==> src/rtl/gf180mcu_osu_sc_gp9t3v3__dlymon_pkg.sv <==
// Shared state encoding and elaboration-time helpers for the inverter-chain delay monitor.
package gf180mcu_osu_sc_gp9t3v3__dlymon_pkg;

  localparam int MAX_TAPS = 1024;

  typedef enum logic [2:0] {
    ST_IDLE   = 3'd0,
    ST_PRESET = 3'd1,
    ST_FIRE   = 3'd2,
    ST_CAPT   = 3'd3,
    ST_FIN    = 3'd4
  } state_e;

  // Width able to hold a stage count of 0..ntaps inclusive.
  function automatic int calc_cw(input int ntaps);
    return $clog2(ntaps + 1);
  endfunction

  // Odd taps come back inverted from the chain; this mask restores them.
  function automatic logic [MAX_TAPS-1:0] alt_mask(input int ntaps);
    logic [MAX_TAPS-1:0] m;
    m = '0;
    for (int i = 1; i < MAX_TAPS; i += 2) begin
      if (i < ntaps) m[i] = 1'b1;
    end
    return m;
  endfunction

endpackage

==> src/rtl/gf180mcu_osu_sc_gp9t3v3__therm2bin.sv <==
// Leading-ones count of a thermometer code plus a flag for any 1 above the first 0.
// Purely combinational.
module gf180mcu_osu_sc_gp9t3v3__therm2bin
  import gf180mcu_osu_sc_gp9t3v3__dlymon_pkg::*;
#(
  parameter int NTAPS = 32,
  parameter int CW    = calc_cw(NTAPS)
) (
  input  logic [NTAPS-1:0] therm_i,
  output logic [CW-1:0]    code_o,
  output logic             bubble_o
);

  always_comb begin
    logic seen_zero;
    code_o    = CW'(NTAPS);
    bubble_o  = 1'b0;
    seen_zero = 1'b0;
    for (int i = 0; i < NTAPS; i++) begin
      if (!therm_i[i] && !seen_zero) begin
        seen_zero = 1'b1;
        code_o    = CW'(i);
      end else if (therm_i[i] && seen_zero) begin
        bubble_o = 1'b1;
      end
    end
  end

endmodule

==> src/rtl/gf180mcu_osu_sc_gp9t3v3__dlymon.sv <==
// Delay monitor: launches an edge into the inverter chain, captures tap depth CAP_DLY+1
// clocks later and averages the depth over 2^LOG_TRIALS trials.
module gf180mcu_osu_sc_gp9t3v3__dlymon
  import gf180mcu_osu_sc_gp9t3v3__dlymon_pkg::*;
#(
  parameter int NTAPS      = 32,
  parameter int LOG_TRIALS = 4,
  parameter int SETTLE_CYC = 8,
  parameter int CAP_DLY    = 1,
  parameter int POL_ALT    = 1,
  localparam int CW        = calc_cw(NTAPS)
) (
  input  logic             CLK,
  input  logic             RST,
  input  logic             START,
  input  logic [NTAPS-1:0] TAP,
  output logic             LAUNCH,
  output logic             BUSY,
  output logic             DONE,
  output logic [CW-1:0]    CODE,
  output logic [CW-1:0]    AVG,
  output logic             ERR
);

  localparam int AW = CW + LOG_TRIALS;
  localparam int TW = (LOG_TRIALS > 0) ? LOG_TRIALS : 1;
  localparam logic [TW-1:0] TRIAL_LAST  = TW'((1 << LOG_TRIALS) - 1);
  localparam logic [7:0]    SETTLE_LAST = 8'(SETTLE_CYC - 1);
  localparam logic [7:0]    FIRE_LAST   = 8'((CAP_DLY > 0) ? CAP_DLY - 1 : 0);
  localparam logic [MAX_TAPS-1:0] MASK_ALL = alt_mask(NTAPS);
  localparam logic [NTAPS-1:0]    TAP_MASK = (POL_ALT != 0) ? MASK_ALL[NTAPS-1:0] : '0;

  state_e          state_q, state_d;
  logic [7:0]      cnt_q, cnt_d;
  logic [TW-1:0]   trial_q, trial_d;
  logic [AW-1:0]   acc_q, acc_d, acc_sum;
  logic [CW-1:0]   code_q, code_d;
  logic [CW-1:0]   avg_q, avg_d;
  logic            err_q, err_d;

  logic [NTAPS-1:0] tap_norm;
  logic [CW-1:0]    cap_code;
  logic             cap_bubble;

  assign tap_norm = TAP ^ TAP_MASK;

  gf180mcu_osu_sc_gp9t3v3__therm2bin #(
    .NTAPS (NTAPS),
    .CW    (CW)
  ) u_therm2bin (
    .therm_i  (tap_norm),
    .code_o   (cap_code),
    .bubble_o (cap_bubble)
  );

  assign acc_sum = acc_q + AW'(cap_code);

  always_comb begin
    state_d = state_q;
    cnt_d   = cnt_q;
    trial_d = trial_q;
    acc_d   = acc_q;
    code_d  = code_q;
    avg_d   = avg_q;
    err_d   = err_q;
    case (state_q)
      ST_IDLE: begin
        if (START) begin
          state_d = ST_PRESET;
          cnt_d   = '0;
          trial_d = '0;
          acc_d   = '0;
          err_d   = 1'b0;
        end
      end
      ST_PRESET: begin
        if (cnt_q == SETTLE_LAST) begin
          cnt_d   = '0;
          state_d = (CAP_DLY == 0) ? ST_CAPT : ST_FIRE;
        end else begin
          cnt_d = cnt_q + 8'd1;
        end
      end
      ST_FIRE: begin
        if (cnt_q == FIRE_LAST) begin
          cnt_d   = '0;
          state_d = ST_CAPT;
        end else begin
          cnt_d = cnt_q + 8'd1;
        end
      end
      ST_CAPT: begin
        code_d = cap_code;
        err_d  = err_q | cap_bubble;
        acc_d  = acc_sum;
        // AVG is loaded on entry to FIN so it is already valid while DONE is high.
        if (trial_q == TRIAL_LAST) begin
          state_d = ST_FIN;
          avg_d   = CW'(acc_sum >> LOG_TRIALS);
        end else begin
          trial_d = trial_q + TW'(1);
          state_d = ST_PRESET;
        end
      end
      ST_FIN:  state_d = ST_IDLE;
      default: state_d = ST_IDLE;
    endcase
  end

  always_ff @(posedge CLK) begin
    if (RST) begin
      state_q <= ST_IDLE;
      cnt_q   <= '0;
      trial_q <= '0;
      acc_q   <= '0;
      code_q  <= '0;
      avg_q   <= '0;
      err_q   <= 1'b0;
    end else begin
      state_q <= state_d;
      cnt_q   <= cnt_d;
      trial_q <= trial_d;
      acc_q   <= acc_d;
      code_q  <= code_d;
      avg_q   <= avg_d;
      err_q   <= err_d;
    end
  end

  assign LAUNCH = (state_q == ST_FIRE) || (state_q == ST_CAPT);
  assign BUSY   = (state_q == ST_PRESET) || (state_q == ST_FIRE) || (state_q == ST_CAPT);
  assign DONE   = (state_q == ST_FIN);
  assign CODE   = code_q;
  assign AVG    = avg_q;
  assign ERR    = err_q;

endmodule

==> config.mk <==
export PLATFORM = sky130hd
export DESIGN_NAME = gf180mcu_osu_sc_gp9t3v3__dlymon
export DESIGN_NICKNAME = d
export VERILOG_FILES = /design/src/rtl/gf180mcu_osu_sc_gp9t3v3__dlymon_pkg.sv /design/src/rtl/gf180mcu_osu_sc_gp9t3v3__therm2bin.sv /design/src/rtl/gf180mcu_osu_sc_gp9t3v3__dlymon.sv
export SDC_FILE = /design/constraint.sdc
export NUM_CORES = 1
export LEC_CHECK = 0
export BUFFER_PORTS_ARGS = -buffer_cell sky130_fd_sc_hd__buf_2
export CELL_PAD_IN_SITES_DETAIL_PLACEMENT = 1
export CELL_PAD_IN_SITES_GLOBAL_PLACEMENT = 2
export CORE_MARGIN = 2
export CORE_UTILIZATION = 32
export DETAILED_ROUTE_END_ITERATION = 7
export GPL_TIMING_DRIVEN = 1
export HOLD_SLACK_MARGIN = 0.03
export PLACE_DENSITY_LB_ADDON = 0.12
export SYNTH_ARGS = -nofsm -noshare
export SYNTH_HDL_FRONTEND = slang
export SYNTH_HIERARCHICAL = 1
export SYNTH_SLANG_ARGS = --single-unit
==> constraint.sdc <==
create_clock -name CLK -period 3.4 [get_ports CLK]
set_clock_uncertainty 0.2 [all_clocks]
set_input_delay 0.17 -clock CLK [delete_from_list [all_inputs] [get_ports CLK]]
set_output_delay 0.17 -clock CLK [all_outputs]
set_load 0.02 [all_outputs]
# --- Yosys cells after proc, flatten, opt, wreduce, memory -nomap -nowiden ---
# Cells that the tools add are included.
# Widths: inputs -> output; s select.
op_classes:
  addsub: 3
  n_reduce_logical: 135
  eq_ne: 10
  bitwise: 2
  n_mux: 141
ops:
  columns: ["op", "count"]
  rows:
  - ["$mux 6", 32]
  - ["$mux 1", 94]
  - ["$logic_and 1x1->1", 62]
  - ["$logic_not 1->1", 61]
  - ["$mux 8", 3]
  - ["$pmux 8 s3", 1]
  - ["$pmux 10 s2", 1]
  - ["$not 16->16", 1]
  - ["$mux 3", 4]
  - ["$pmux 3 s4", 1]
  - ["$add 10x6->10", 1]
  - ["$mux 10", 1]
  - ["$add 8x1->8 const B", 1]
  - ["$eq 8x3->1 const B", 1]
  - ["$logic_not 8->1", 1]
  - ["$mux 4", 2]
  - ["$ne 2x2->1 const B", 4]
  - ["$pmux 4 s2", 1]
  - ["$eq 3x2->1 const B", 2]
  - ["$reduce_and 2->1", 3]
  - ["$reduce_and 3->1", 2]
  - ["$add 4x1->4 const B", 1]
  - ["$eq 4x4->1 const B", 1]
  - ["$eq 3x1->1 const B", 1]
  - ["7 further kinds", 9]
totals:
  reg_bits: 38
  out_inout_bits: 16
  elab_cells: 298
  inputBits: 35

# --- Depth between registers and ports, before layout ---
depth:
  ltp_word: 96
  ltp_mapped: 13
  ltp_nobuf: 12

# --- Cells and area by module ---
# Netlist, hierarchy kept.
by_module_without_submodules:
  columns: ["module", "cells_per_inst", "seq_area_each_um2", "area_each_um2", "instances"]
  rows:
  - ["gf180mcu_osu_sc_gp9t3v3__dlymon", 281, 760.7, 2190.9, 1]
  - ["gf180mcu_osu_sc_gp9t3v3__therm2bin", 109, 0.0, 664.4, 1]

# --- Worst setup path before layout ---
# OpenSTA, ideal clock, no wires.
synth_path:
  path_kind: "input to register"
  start: "in TAP[1]"
  end: "reg acc_q[8]"
  stages: 13
  arrival_time_ps: 2587
  n_path_buf: 1
  slack_ps: 492
  setup_ps: 122
  required_time_ps: 3078
  cell_sequence: "inv_1 > and4_1 > buf_4 > nand4_2 > or3_1 > a2bb2oi_1 > o211ai_1 > ha_1 > fa_1 > a211oi_1 > o21ai_0 > and2_1 > a221o_1"
synth_via:
  elab_chain_len: 96
  elab_cells_between_ends: 126
  classes_between: "add/sub: 1; mux: 62; bitwise: 1; reduce/logical: 62"
synth_lines:
  columns: ["item", "line", "source"]
  rows:
  - ["start: declaration", "gf180mcu_osu_sc_gp9t3v3__dlymon.sv:16", "input logic [NTAPS-1:0] TAP,"]
  - ["$not 16->16 (no line) *", null, null]
  - ["$logic_not 1->1 *", "gf180mcu_osu_sc_gp9t3v3__therm2bin.sv:20", "if (!therm_i[i] && !seen_zero) begin"]
  - ["$logic_and 1x1->1 *", "gf180mcu_osu_sc_gp9t3v3__therm2bin.sv:20", null]
  - ["$mux 1", "gf180mcu_osu_sc_gp9t3v3__therm2bin.sv:20", null]
  - ["$logic_not 1->1", "gf180mcu_osu_sc_gp9t3v3__therm2bin.sv:20", null]
  - ["$logic_and 1x1->1", "gf180mcu_osu_sc_gp9t3v3__therm2bin.sv:20", null]
  - ["$mux 1", "gf180mcu_osu_sc_gp9t3v3__therm2bin.sv:20", null]
  - ["$logic_not 1->1", "gf180mcu_osu_sc_gp9t3v3__therm2bin.sv:20", null]
  - ["(+81 left out)", null, null]
  - ["$logic_and 1x1->1", "gf180mcu_osu_sc_gp9t3v3__therm2bin.sv:20", null]
  - ["$mux 1", "gf180mcu_osu_sc_gp9t3v3__therm2bin.sv:20", null]
  - ["$logic_not 1->1", "gf180mcu_osu_sc_gp9t3v3__therm2bin.sv:20", null]
  - ["$logic_and 1x1->1", "gf180mcu_osu_sc_gp9t3v3__therm2bin.sv:20", null]
  - ["$mux 6 *", "gf180mcu_osu_sc_gp9t3v3__therm2bin.sv:20", null]
  - ["named net cap_code[0]", "gf180mcu_osu_sc_gp9t3v3__dlymon.sv:42", "logic [CW-1:0] cap_code;"]
  - ["$add 10x6->10 *", "gf180mcu_osu_sc_gp9t3v3__dlymon.sv:56", "assign acc_sum = acc_q + AW'(cap_code);"]
  - ["$pmux 10 s2 *", "gf180mcu_osu_sc_gp9t3v3__dlymon.sv:66", "case (state_q)"]
  - ["end signal: assignment", "gf180mcu_osu_sc_gp9t3v3__dlymon.sv:115", "acc_q <= '0;"]
  - ["end signal: assignment", "gf180mcu_osu_sc_gp9t3v3__dlymon.sv:123", "acc_q <= acc_d;"]
  - ["end: declaration", "gf180mcu_osu_sc_gp9t3v3__dlymon.sv:36", "logic [AW-1:0] acc_q, acc_d, acc_sum;"]
# The timed path passes the listed nets; every way through them passes the cells marked *.
# A chain may end at the register's enable or synchronous reset.

# --- Worst setup path after layout ---
layout_path:
  start: "in TAP[1]"
  end: "reg avg_q[3] (netlist: AVG[3])"
layout_via:
  elab_chain_len: 95
  elab_cells_between_ends: 125
  classes_between: "add/sub: 1; mux: 61; bitwise: 1; reduce/logical: 62"
layout_lines:
  columns: ["item", "line", "source"]
  rows:
  - ["$not 16->16 (no line) *", null, null]
  - ["named net tap_norm[1]", "gf180mcu_osu_sc_gp9t3v3__dlymon.sv:41", "logic [NTAPS-1:0] tap_norm;"]
  - ["$logic_not 1->1 *", "gf180mcu_osu_sc_gp9t3v3__therm2bin.sv:20", null]
  - ["$logic_and 1x1->1 *", "gf180mcu_osu_sc_gp9t3v3__therm2bin.sv:20", null]
  - ["$mux 1", "gf180mcu_osu_sc_gp9t3v3__therm2bin.sv:20", null]
  - ["$logic_not 1->1", "gf180mcu_osu_sc_gp9t3v3__therm2bin.sv:20", null]
  - ["$logic_and 1x1->1", "gf180mcu_osu_sc_gp9t3v3__therm2bin.sv:20", null]
  - ["$mux 1", "gf180mcu_osu_sc_gp9t3v3__therm2bin.sv:20", null]
  - ["(+81 left out)", null, null]
  - ["$logic_not 1->1", "gf180mcu_osu_sc_gp9t3v3__therm2bin.sv:20", null]
  - ["$logic_and 1x1->1", "gf180mcu_osu_sc_gp9t3v3__therm2bin.sv:20", null]
  - ["$mux 1", "gf180mcu_osu_sc_gp9t3v3__therm2bin.sv:20", null]
  - ["$logic_not 1->1", "gf180mcu_osu_sc_gp9t3v3__therm2bin.sv:20", null]
  - ["$logic_and 1x1->1", "gf180mcu_osu_sc_gp9t3v3__therm2bin.sv:20", null]
  - ["$mux 6 *", "gf180mcu_osu_sc_gp9t3v3__therm2bin.sv:20", null]
  - ["named net cap_code[3]", "gf180mcu_osu_sc_gp9t3v3__dlymon.sv:42", null]
  - ["$add 10x6->10 *", "gf180mcu_osu_sc_gp9t3v3__dlymon.sv:56", null]
  - ["end signal: assignment", "gf180mcu_osu_sc_gp9t3v3__dlymon.sv:125", "avg_q <= avg_d;"]
  - ["end: declaration", "gf180mcu_osu_sc_gp9t3v3__dlymon.sv:38", "logic [CW-1:0] avg_q, avg_d;"]
# Marks and branches as above.

==> results_dict.tcl <==
set metrics [dict create \
    syn-cell-area_um2 2860 \
    io_pins 51 \
    fillerInstances 1138 \
    rows 34 \
    critPathLaunchType "primary input" \
    nNetsFinal 485 \
    clockRootBuffer "clkbuf_8" \
    synth_top_area_frac 0.266 \
    crit_start "TAP[1]" \
    worst_slack_ns 0.408 \
    clk_latency_ns 0.30 \
    powerDensity_nw_per_um2 280 \
    ctsResizeCount 0 \
    gp_congestion 0.813 \
    slew_headroom 0.482 \
    tightest_slew_ns 0.776 \
    r2r_start "state_q[0]" \
    path_clk_slew_ns 0.08 \
    first_pass_iters 4 \
    netlist_top_cells_area "dfxtp_1, nand2_1, inv_1, a21oi_1, o211ai_1" \
    ctsHtreeMaxLevel 2 \
    wl_per_cell_um 16.6 \
    critPathTopFamily "simple AND/OR/NAND/NOR gates" \
    final.setup.tns_ns 0 \
    r2r_slack_ns 1.00 \
    diodes 0 \
    cpPeakStageDelay_ns 0.53 \
    die_h_um 98.5 \
    drv_slew 0 \
    grt_antenna_before_repair 0 \
    worstPathArrival_ns 3.01 \
    grt_overflow_total 0 \
    required_ns 3.42 \
    synth-seq-cells 38 \
    fin_crit_sh 0.880 \
    yosysSeqAreaShare 0.266 \
    core_um2 8680 \
    rsz0062_at_grt "no" \
    cts.sinks 38 \
    start_util 0.329 \
    cts_hold_buf 0 \
    post-cts-setup-buffers 0 \
    antenna_left 0 \
    cts_tree "built" \
    crit_path_frequent_cell "o211ai_1" \
    worst-path-buf-inv 2 \
    period_minus_slack_ns 2.99 \
    cp_max_fo 8 \
    area_growth_pct 16.7 \
    endpoint_kind "flop" \
    finalSetupViolCount 0 \
    track_usage 0.191 \
    max_freq_mhz 334 \
    grt_pass1_vias 3096 \
    path_cells "buf_2, inv_1, and4_1, nand4_2, or3_1, o21ai_0, ha_1, o211ai_1, o211ai_1, a211oi_1, nor4_1" \
    cpMaxStageDelayCell "o211ai_1" \
    die-area_um2 9690 \
    drc 0 \
    grt_max_degree 37 \
    synth_fp_nets 435 \
    drive_gt1_frac 0.177 \
    vdd_ir_drop_max_mv 0.135 \
    yosysMostFrequentCell "nand2_1" \
    yosys_most_used_dff "dfxtp_1" \
    final_hold_viol_count 0 \
    ys_types 71 \
    synth_edf_count 0 \
    netlist_instances 390 \
    hold_path_startpoint "START" \
    drt_iter0_drc 100 \
    synth_top_area_cell "dfxtp_1" \
    ys_top_cells_by_count "nand2_1, dfxtp_1, inv_1" \
    critPathKind "in -> reg" \
    grt_pass1_wl_um 15400 \
    wl_um 9100 \
    cts_buffers 5 \
    hpwl_um 6990 \
    dp_slack_ns 0.0773 \
    min_path_type "in -> reg" \
    maxCapViolCount 0 \
    avgSynthCellArea_um2 7.32 \
    p_leak_nw 1.37 \
    async_reset_ff_frac 0 \
    vias_per_cell 5.66 \
    port_buffers 50 \
    die_w_um 98.5 \
    yosysWarnings 6 \
    status "finished, final reports clean" \
    num_vias 3107 \
    clk_path_buf_depth 2 \
]
flip-flops by register name, indices dropped and copies added (netlist names):
signal,cells
AVG,6
trial_q,4
cnt_q,8
ERR,1
acc_q,10
CODE,6
state_q,3
layout make-up:
type                    instances  area [µm²]  share of cell area
clock inverters                 2        12.5             0.00376
well taps                     108         135              0.0406
repair buffers                 58         310              0.0931
inverters                      34         128              0.0383
flip-flops and latches         38         761               0.228
multi-input cells             303        1900               0.571
clock buffers                   6        82.6              0.0248
layer usage:
layer	wire [µm]	GRT usage	share of wire	vias up
li1	-	-	-	1556
met1	4280	0.254	0.47	1487
met2	4470	0.333	0.49	58
met3	275	0.0312	0.030	6
met4	73	0.0327	0.0080	0
met5	0	0	0	-
worst reg2reg max path, cell delays in order (launching register included):
cell,delay [ns]
dfxtp_1,0.64
nor2b_1,0.33
a21boi_1,0.69
o211ai_2,0.24
o211ai_1,0.23
logic make-up after synthesis:
family                   share of synthesized area
AND/OR/NAND/NOR                              0.317
XOR/XNOR                                   0.00920
buffers and inverters                       0.0670
flip-flops                                   0.266
AO/OA/AOI/OAI                                0.290
multiplexers                               0.00394
adder cells (fa/ha/maj)                     0.0465
cell usage in the layout, fill, tap and decap left out, types with 3 or more instances in the layout:
cell	n
nand2_1	52
or4_1	3
or3_1	4
a22oi_1	4
nand3_1	20
and4_1	5
a211o_1	4
nor3_1	14
dfxtp_1	38
nor2b_1	8
nor2_1	23
and2_1	3
clkbuf_8	6
o211ai_1	16
o21ai_0	18
and3_1	3
a21oi_1	24
buf_2	50
inv_1	33
o22ai_1	3
a32oi_1	4
ha_1	9
buf_4	8
o31ai_1	5
a21o_1	4
a31oi_1	6
nand4_1	15
a211oi_1	4
o21ai_1	4
where the power goes:
group	internal (W)	switching [W]
clock network	0.000163	0.000182
registers	0.000447	0.00000558
logic	0.0000484	0.0000854
total	0.000659	0.000273
path summary, 6_finish.rpt:
kind	end	depth (start not counted)
max	AVG[3]	11
min	ERR	3
max reg2reg	cnt_q[6]	4
min reg2reg	CODE[3]	2
stage by stage:
step | utilization | hold WS [ns] | instance area, µm² | total power (W) | cells
6_report | 0.384 | 0.154 | 3330 | 0.000932 | 549
5_1_grt | 0.384 | 0.165 | 3330 | 0.000982 | 549
4_1_cts | 0.384 | 0.145 | 3330 | 0.000948 | 549
3_5_place_dp | 0.373 | 0.249 | 3240 | 0.000598 | 541
3_3_place_gp | 0.373 | 0.243 | 3240 | 0.000597 | 541
2_1_floorplan | - | 0.251 | 2860 | 0.000541 | 390
No activity file was read; power rests on OpenSTA's default activity.
